**config.mk**
```make
export PLATFORM = sky130hd
export DESIGN_NAME = lsu_sequencer_flat
export DESIGN_NICKNAME = d
export VERILOG_FILES = /design/src/rtl/lsu_pkg.sv /design/src/rtl/lsu_sequencer_if.sv /design/src/rtl/lsu_load_align.sv /design/src/rtl/lsu_sequencer.sv /design/src/flat_wrapper.sv
export SDC_FILE = /design/constraint.sdc
export NUM_CORES = 1
export LEC_CHECK = 0
export ABC_AREA = 0
export BUFFER_PORTS_ARGS = -buffer_cell sky130_fd_sc_hd__buf_2
export CAP_MARGIN = 20
export CORE_MARGIN = 10
export CORE_UTILIZATION = 50
export DETAILED_ROUTE_END_ITERATION = 8
export PLACE_DENSITY = 0.81
export SETUP_SLACK_MARGIN = 0.1
export SYNTH_ARGS = -nofsm -noshare
export SYNTH_HDL_FRONTEND = slang
export SYNTH_SLANG_ARGS = --single-unit
```
**constraint.sdc**
```tcl
create_clock -name clk -period 2.2 [get_ports clk]
set_input_delay 0.11 -clock clk [delete_from_list [all_inputs] [get_ports clk]]
set_output_delay 0.11 -clock clk [all_outputs]
set_load 0.05 [all_outputs]
```
**src/rtl/lsu_pkg.sv**
```systemverilog
// Shared types and helpers for the load/store sequencer: FSM states, d_mode encodings,
// byte-enable, store-replication and alignment checks.
package lsu_pkg;

    typedef enum logic [2:0] {StIdle, StReq, StResp, StDone, StErr} lsu_state_e;

    localparam logic [2:0] DM_W  = 3'd0;
    localparam logic [2:0] DM_H  = 3'd1;
    localparam logic [2:0] DM_B  = 3'd2;
    localparam logic [2:0] DM_HU = 3'd3;
    localparam logic [2:0] DM_BU = 3'd4;

    function automatic logic is_half(input logic [2:0] mode);
        return (mode == DM_H) || (mode == DM_HU);
    endfunction

    function automatic logic is_byte(input logic [2:0] mode);
        return (mode == DM_B) || (mode == DM_BU);
    endfunction

    // Modes 5-7 fall through to word width.
    function automatic logic [3:0] byte_en(input logic [2:0] mode, input logic [1:0] off);
        if (is_byte(mode)) return 4'b0001 << off;
        if (is_half(mode)) return 4'b0011 << {off[1], 1'b0};
        return 4'b1111;
    endfunction

    function automatic logic [31:0] store_rep(input logic [2:0] mode, input logic [31:0] data);
        if (is_byte(mode)) return {4{data[7:0]}};
        if (is_half(mode)) return {2{data[15:0]}};
        return data;
    endfunction

    function automatic logic misaligned(input logic [2:0] mode, input logic [1:0] off);
        if (is_byte(mode)) return 1'b0;
        if (is_half(mode)) return off[0];
        return off != 2'b00;
    endfunction

endpackage

```
**src/rtl/lsu_sequencer_if.sv**
```systemverilog
// Handshaked data-memory port between the load/store sequencer and data memory.
interface lsu_sequencer_if;
    logic        dmem_req;
    logic        dmem_we;
    logic [31:0] dmem_addr;
    logic [3:0]  dmem_be;
    logic [31:0] dmem_wdata;
    logic        dmem_ready;
    logic        dmem_rvalid;
    logic [31:0] dmem_rdata;

    modport master (
        output dmem_req, dmem_we, dmem_addr, dmem_be, dmem_wdata,
        input  dmem_ready, dmem_rvalid, dmem_rdata
    );

    modport slave (
        input  dmem_req, dmem_we, dmem_addr, dmem_be, dmem_wdata,
        output dmem_ready, dmem_rvalid, dmem_rdata
    );
endinterface

```
**src/rtl/lsu_load_align.sv**
```systemverilog
// Shifts the addressed lane of a read word down to bit 0 and sign/zero extends per d_mode.
module lsu_load_align
    import lsu_pkg::*;
(
    input  logic [31:0] rdata,
    input  logic [1:0]  offset,
    input  logic [2:0]  d_mode,
    output logic [31:0] result
);
    logic [31:0] shifted;

    always_comb begin
        shifted = rdata >> {offset, 3'b000};
        case (d_mode)
            DM_B:    result = {{24{shifted[7]}}, shifted[7:0]};
            DM_BU:   result = {24'h0, shifted[7:0]};
            DM_H:    result = {{16{shifted[15]}}, shifted[15:0]};
            DM_HU:   result = {16'h0, shifted[15:0]};
            default: result = rdata;
        endcase
    end
endmodule

```
**src/rtl/lsu_sequencer.sv**
```systemverilog
// Multi-cycle load/store sequencer: stalls the core while a data-memory access is outstanding,
// formats store data and byte enables, aligns load data, and flags misalignment and timeouts.
module lsu_sequencer
    import lsu_pkg::*;
#(
    parameter int unsigned TIMEOUT_CYCLES = 255,
    parameter int unsigned CNT_W          = 8
) (
    input  logic                  clk,
    input  logic                  rst_n,
    input  logic                  mem_op_valid,
    input  logic                  memwen,
    input  logic [2:0]            d_mode,
    input  logic [31:0]           addr,
    input  logic [31:0]           wdata,
    output logic                  stall,
    output logic [31:0]           ld_data,
    output logic                  ld_valid,
    output logic                  misalign,
    output logic                  bus_err,
    lsu_sequencer_if.master       dmem
);
    lsu_state_e state_q;
    logic [CNT_W-1:0] cnt_q;
    logic        we_q;
    logic [2:0]  mode_q;
    logic [1:0]  off_q;
    logic [31:0] addr_q;
    logic [3:0]  be_q;
    logic [31:0] wdata_q;
    logic        req_q;
    logic [31:0] ld_data_q;
    logic        ld_valid_q;
    logic        misalign_q;
    logic        bus_err_q;
    logic [31:0] ld_ext;
    logic        timeout_hit;

    lsu_load_align u_load_align (
        .rdata  (dmem.dmem_rdata),
        .offset (off_q),
        .d_mode (mode_q),
        .result (ld_ext)
    );

    // Last counted cycle: the increment would reach TIMEOUT_CYCLES.
    assign timeout_hit = (cnt_q == CNT_W'(TIMEOUT_CYCLES - 1));

    always_ff @(posedge clk or negedge rst_n) begin
        if (!rst_n) begin
            state_q    <= StIdle;
            cnt_q      <= '0;
            we_q       <= 1'b0;
            mode_q     <= DM_W;
            off_q      <= 2'b00;
            addr_q     <= '0;
            be_q       <= '0;
            wdata_q    <= '0;
            req_q      <= 1'b0;
            ld_data_q  <= '0;
            ld_valid_q <= 1'b0;
            misalign_q <= 1'b0;
            bus_err_q  <= 1'b0;
        end else begin
            ld_valid_q <= 1'b0;
            misalign_q <= 1'b0;
            bus_err_q  <= 1'b0;
            case (state_q)
                StIdle: begin
                    if (mem_op_valid) begin
                        we_q    <= memwen;
                        mode_q  <= d_mode;
                        off_q   <= addr[1:0];
                        addr_q  <= {addr[31:2], 2'b00};
                        be_q    <= byte_en(d_mode, addr[1:0]);
                        wdata_q <= store_rep(d_mode, wdata);
                        cnt_q   <= '0;
                        if (misaligned(d_mode, addr[1:0])) begin
                            misalign_q <= 1'b1;
                            state_q    <= StErr;
                        end else begin
                            req_q   <= 1'b1;
                            state_q <= StReq;
                        end
                    end
                end
                StReq: begin
                    if (dmem.dmem_ready) begin
                        req_q <= 1'b0;
                        if (we_q) begin
                            state_q <= StDone;
                        end else if (dmem.dmem_rvalid) begin
                            ld_data_q  <= ld_ext;
                            ld_valid_q <= 1'b1;
                            state_q    <= StDone;
                        end else begin
                            state_q <= StResp;
                        end
                    end else if (timeout_hit) begin
                        req_q     <= 1'b0;
                        bus_err_q <= 1'b1;
                        state_q   <= StErr;
                    end else begin
                        cnt_q <= cnt_q + 1'b1;
                    end
                end
                StResp: begin
                    if (dmem.dmem_rvalid) begin
                        ld_data_q  <= ld_ext;
                        ld_valid_q <= 1'b1;
                        state_q    <= StDone;
                    end else if (timeout_hit) begin
                        bus_err_q <= 1'b1;
                        state_q   <= StErr;
                    end else begin
                        cnt_q <= cnt_q + 1'b1;
                    end
                end
                default: state_q <= StIdle;
            endcase
        end
    end

    always_comb begin
        stall = 1'b0;
        case (state_q)
            StIdle:        stall = mem_op_valid;
            StReq, StResp: stall = 1'b1;
            default:       stall = 1'b0;
        endcase
    end

    assign ld_data         = ld_data_q;
    assign ld_valid        = ld_valid_q;
    assign misalign        = misalign_q;
    assign bus_err         = bus_err_q;
    assign dmem.dmem_req   = req_q;
    assign dmem.dmem_we    = we_q;
    assign dmem.dmem_addr  = addr_q;
    assign dmem.dmem_be    = be_q;
    assign dmem.dmem_wdata = wdata_q;
endmodule

```
**src/flat_wrapper.sv**
```systemverilog
// flat-port wrapper written by rule: the top's interface ports become plain ports
module lsu_sequencer_flat import lsu_pkg::*;
#(
    parameter int unsigned TIMEOUT_CYCLES = 255,
    parameter int unsigned CNT_W          = 8
)
  (clk, rst_n, mem_op_valid, memwen, d_mode, addr, wdata, stall, ld_data, ld_valid, misalign, bus_err, dmem_dmem_req, dmem_dmem_we, dmem_dmem_addr, dmem_dmem_be, dmem_dmem_wdata, dmem_dmem_ready, dmem_dmem_rvalid, dmem_dmem_rdata);
  lsu_sequencer_if dmem_i ();
  input  logic clk;
  input  logic rst_n;
  input  logic mem_op_valid;
  input  logic memwen;
  input  logic [2:0] d_mode;
  input  logic [31:0] addr;
  input  logic [31:0] wdata;
  output logic stall;
  output logic [31:0] ld_data;
  output logic ld_valid;
  output logic misalign;
  output logic bus_err;
  output wire logic [$bits(dmem_i.dmem_req)-1:0] dmem_dmem_req;
  output wire logic [$bits(dmem_i.dmem_we)-1:0] dmem_dmem_we;
  output wire logic [$bits(dmem_i.dmem_addr)-1:0] dmem_dmem_addr;
  output wire logic [$bits(dmem_i.dmem_be)-1:0] dmem_dmem_be;
  output wire logic [$bits(dmem_i.dmem_wdata)-1:0] dmem_dmem_wdata;
  input wire logic [$bits(dmem_i.dmem_ready)-1:0] dmem_dmem_ready;
  input wire logic [$bits(dmem_i.dmem_rvalid)-1:0] dmem_dmem_rvalid;
  input wire logic [$bits(dmem_i.dmem_rdata)-1:0] dmem_dmem_rdata;
  assign dmem_dmem_req = dmem_i.dmem_req;
  assign dmem_dmem_we = dmem_i.dmem_we;
  assign dmem_dmem_addr = dmem_i.dmem_addr;
  assign dmem_dmem_be = dmem_i.dmem_be;
  assign dmem_dmem_wdata = dmem_i.dmem_wdata;
  assign dmem_i.dmem_ready = dmem_dmem_ready;
  assign dmem_i.dmem_rvalid = dmem_dmem_rvalid;
  assign dmem_i.dmem_rdata = dmem_dmem_rdata;
  lsu_sequencer #(.TIMEOUT_CYCLES(TIMEOUT_CYCLES), .CNT_W(CNT_W)) u_core (.clk(clk), .rst_n(rst_n), .mem_op_valid(mem_op_valid), .memwen(memwen), .d_mode(d_mode), .addr(addr), .wdata(wdata), .stall(stall), .ld_data(ld_data), .ld_valid(ld_valid), .misalign(misalign), .bus_err(bus_err), .dmem(dmem_i));
endmodule
```
==> out/metrics.cfg <==
[critical_path]
crit_required_ns=2.53
r2r-end=u_core.cnt_q[3]$_DFFE_PN0P_
r2r_cells=6
path_class=reg2reg
arrival_ns=2.36
endpoint_kind=flip-flop
worstPathMaxFanout=7
rrSetupSlack_ns=0.17
rr_startpoint=u_core.state_q[1]$_DFFE_PN0P_
start_kind=flip-flop

[synthesis]
ys_types=46
synthArstFlopShare_pct=100
synth_edf_count=0
avgSynthCellArea_um2=8.79
syn_area_um2=5780
synthFlopType=dfrtp_1
yosysWarnings=0
ys_seq_elements=119
yosysSeqAreaShare_pct=51.6
syn_inst=657

[power_and_ir_drop]
power.density_nw_per_um2=1730
p_leak_nw=4.29
ir_drop_mv=1.33

[floorplan]
rows=39
die_y_um=127
die_area_um2=16200
start_util_pct=50.8
die_w_um=127
pin_count=211
core-area_um2=11400

[routing]
routed_wl_um=21300
first_pass_iters=7
wl_per_cell_um=19.4
avgViaCountPerCell=5.59
ant_nets=0
drc=0
num_vias=6154
drtIter0Drc=608

[grt]
grt_max_degree=120
grt_pass1_wl_um=33200
grt_antenna_before_repair=1
grt_usage_pct=25.2
grt_pass1_vias=6327
grt_overflow_total=0

[sta]
hold_viol=0
fin_skew_ns=0.0145
grt_setup_unrepaired=false
max_freq_mhz=493
tns_ns=0
finalSetupViolations=0
period_needed_ns=2.03
post-route-period-util_pct=92.2
tightestPinTransition_ns=0.676
slew_headroom_pct=54.9
final_max_slew_viol_count=0

[hold_path]
worstHoldEndpoint=u_core.dmem.dmem_wdata[17]$_DFFE_PN0P_
whs_path_depth=3
holdCritStartpoint=wdata[17]
holdCritPathClass=in2reg

[clock_tree]
cts.sinks=119
path_clk_slew_ns=0.06
insertion_delay_ns=0.43
cts_tree=built
cts_buffers=17
htree_levels=4
clockBufferDepth=2
cts-root-buf=clkbuf_16

[cells_and_area]
final_layout_size_suffix_gt1_share_pct=28.7
area_growth_pct=46.0
final_nets=1051
design_area_um2=8430

[placement]
place.gp.congestion=0.884
port_buffers=208
hpwlAfterDp_um=13200
placed_cell_area_um2=7070

[run_status]
outcome=finished, final reports clean

[flow_run]
drv_cap=0

## what timing repair did
item / 4_1_cts / 5_1_grt
hold buffers: 76 / 0
buffers inserted: 0 / 3
endpoints found under the setup margin: 1 / 4
hold endpoints to repair: 194 / 0
gates resized for setup: 2 / 3
pin swaps: 0 / 1
## routing by layer
metal | global-route usage, % | wire, um
met1 | 27.6 | 7840
met5 | 0 | 0
met4 | 12.0 | 707
met2 | 42.0 | 10600
met3 | 10.1 | 2190
## logic make-up (layout without fill, tap and decap cells)
logic type	count (synthesis)	count (layout)	share of synthesized area, %
and+or+nand+nor	293	293	21.0
AOI/OAI and AO/OA	156	156	16.7
DFF	119	119	51.6
buffers and inverters	47	345	3.29
muxes	35	35	6.28
xor gates and xnor gates	4	4	0.607
adders and majority gates	2	2	0.433
other	1	3	0.0649
## registers in the layout, indices dropped and copies added, names as in the netlist
signal / flops
u_core.bus_err: 1
u_core.cnt_q: 8
u_core.dmem.dmem_addr: 30
u_core.dmem.dmem_be: 4
u_core.dmem.dmem_req: 1
u_core.dmem.dmem_wdata: 32
u_core.dmem.dmem_we: 1
u_core.ld_data: 32
u_core.ld_valid: 1
u_core.misalign: 1
u_core.mode_q: 3
u_core.off_q: 2
u_core.state_q: 3
## cell usage after synthesis, types with 8 or more instances
cell / number / area share [%]
o22ai_1: 8 / 0.87
clkbuf_1: 33 / 2.1
nand2_1: 222 / 14
o21ai_1: 31 / 2.7
o211ai_1: 25 / 3.2
a21oi_1: 31 / 2.7
o21ai_0: 25 / 2.2
nor2_1: 28 / 1.8
dfrtp_1: 119 / 52
o31ai_1: 13 / 1.7
mux2i_1: 34 / 5.9
nand2b_1: 16 / 1.7
a22o_1: 9 / 1.4
## through the flow
step	worst slack [ns]	utilization (%)	hold WS, ns	total power, W	cells
finish	0.172	74.2	0.00161	0.0146	1100
floorplan	0.386	-	-0.186	0.00936	658
global route	0.0991	74.2	0.0264	0.0153	1100
global placement	0.219	62.2	0.261	0.0114	989
CTS	0.140	73.9	0.00110	0.0144	1096
detailed placement	0.186	62.2	0.263	0.0115	989
## final cells by class
| cell class | count | area (um^2) |
|---|---|---|
| timing repair buffer | 312 | 2080 |
| multi-input combinational | 492 | 2630 |
| antenna | 1 | 2.50 |
| fill | 752 | 2940 |
| sequential | 119 | 2980 |
| clock inverter | 9 | 103 |
| tap | 143 | 179 |
| clock buffer | 22 | 454 |
| inverter | 2 | 7.51 |
## placed cells by master (no fill, tap or decap), types with 9 or more instances in the layout
cell type and instances:
a22o_1 9, o21ai_0 25, o31ai_1 13, dfrtp_1 118, buf_4 24, o211ai_1 25
mux2i_1 34, buf_2 207, nand2b_1 16, nand2_1 221, nor2_1 28, a21oi_1 31
dlygate4sd3_1 76, o21ai_1 31, clkbuf_16 17
## critical path, cell delays in order (launching register included)
cell,delay (ns)
dfrtp_1,0.51
nand2b_1,0.24
a21oi_1,0.10
a221o_2,0.45
buf_4,0.16
or3_1,0.34
a21oi_1,0.15
## worst max-delay path by stage
stage	cells past startpoint	end	slack, ns	start
2_1_floorplan	7	u_core.cnt_q[5]$_DFFE_PN0P_	0.39	u_core.cnt_q[0]$_DFFE_PN0P_
3_3_place_gp	7	u_core.cnt_q[7]$_DFFE_PN0P_	0.22	u_core.cnt_q[0]$_DFFE_PN0P_
3_5_place_dp	7	u_core.cnt_q[7]$_DFFE_PN0P_	0.19	u_core.cnt_q[0]$_DFFE_PN0P_
4_1_cts	7	u_core.cnt_q[5]$_DFFE_PN0P_	0.14	u_core.cnt_q[0]$_DFFE_PN0P_
5_1_grt	7	u_core.cnt_q[5]$_DFFE_PN0P_	0.1	u_core.cnt_q[0]$_DFFE_PN0P_
6_report	6	u_core.cnt_q[3]$_DFFE_PN0P_	0.17	u_core.state_q[1]$_DFFE_PN0P_
## power breakdown
part | switching, W | leakage (nW) | internal (W) | total, W
Sequential | 0.000672 | 1.49 | 0.00317 | 0.00384
Combinational | 0.00590 | 2.54 | 0.00216 | 0.00806
Clock | 0.00100 | 0.266 | 0.00168 | 0.00268
Total | 0.00758 | 4.29 | 0.00701 | 0.0146
(Power assumes the default switching activity.)
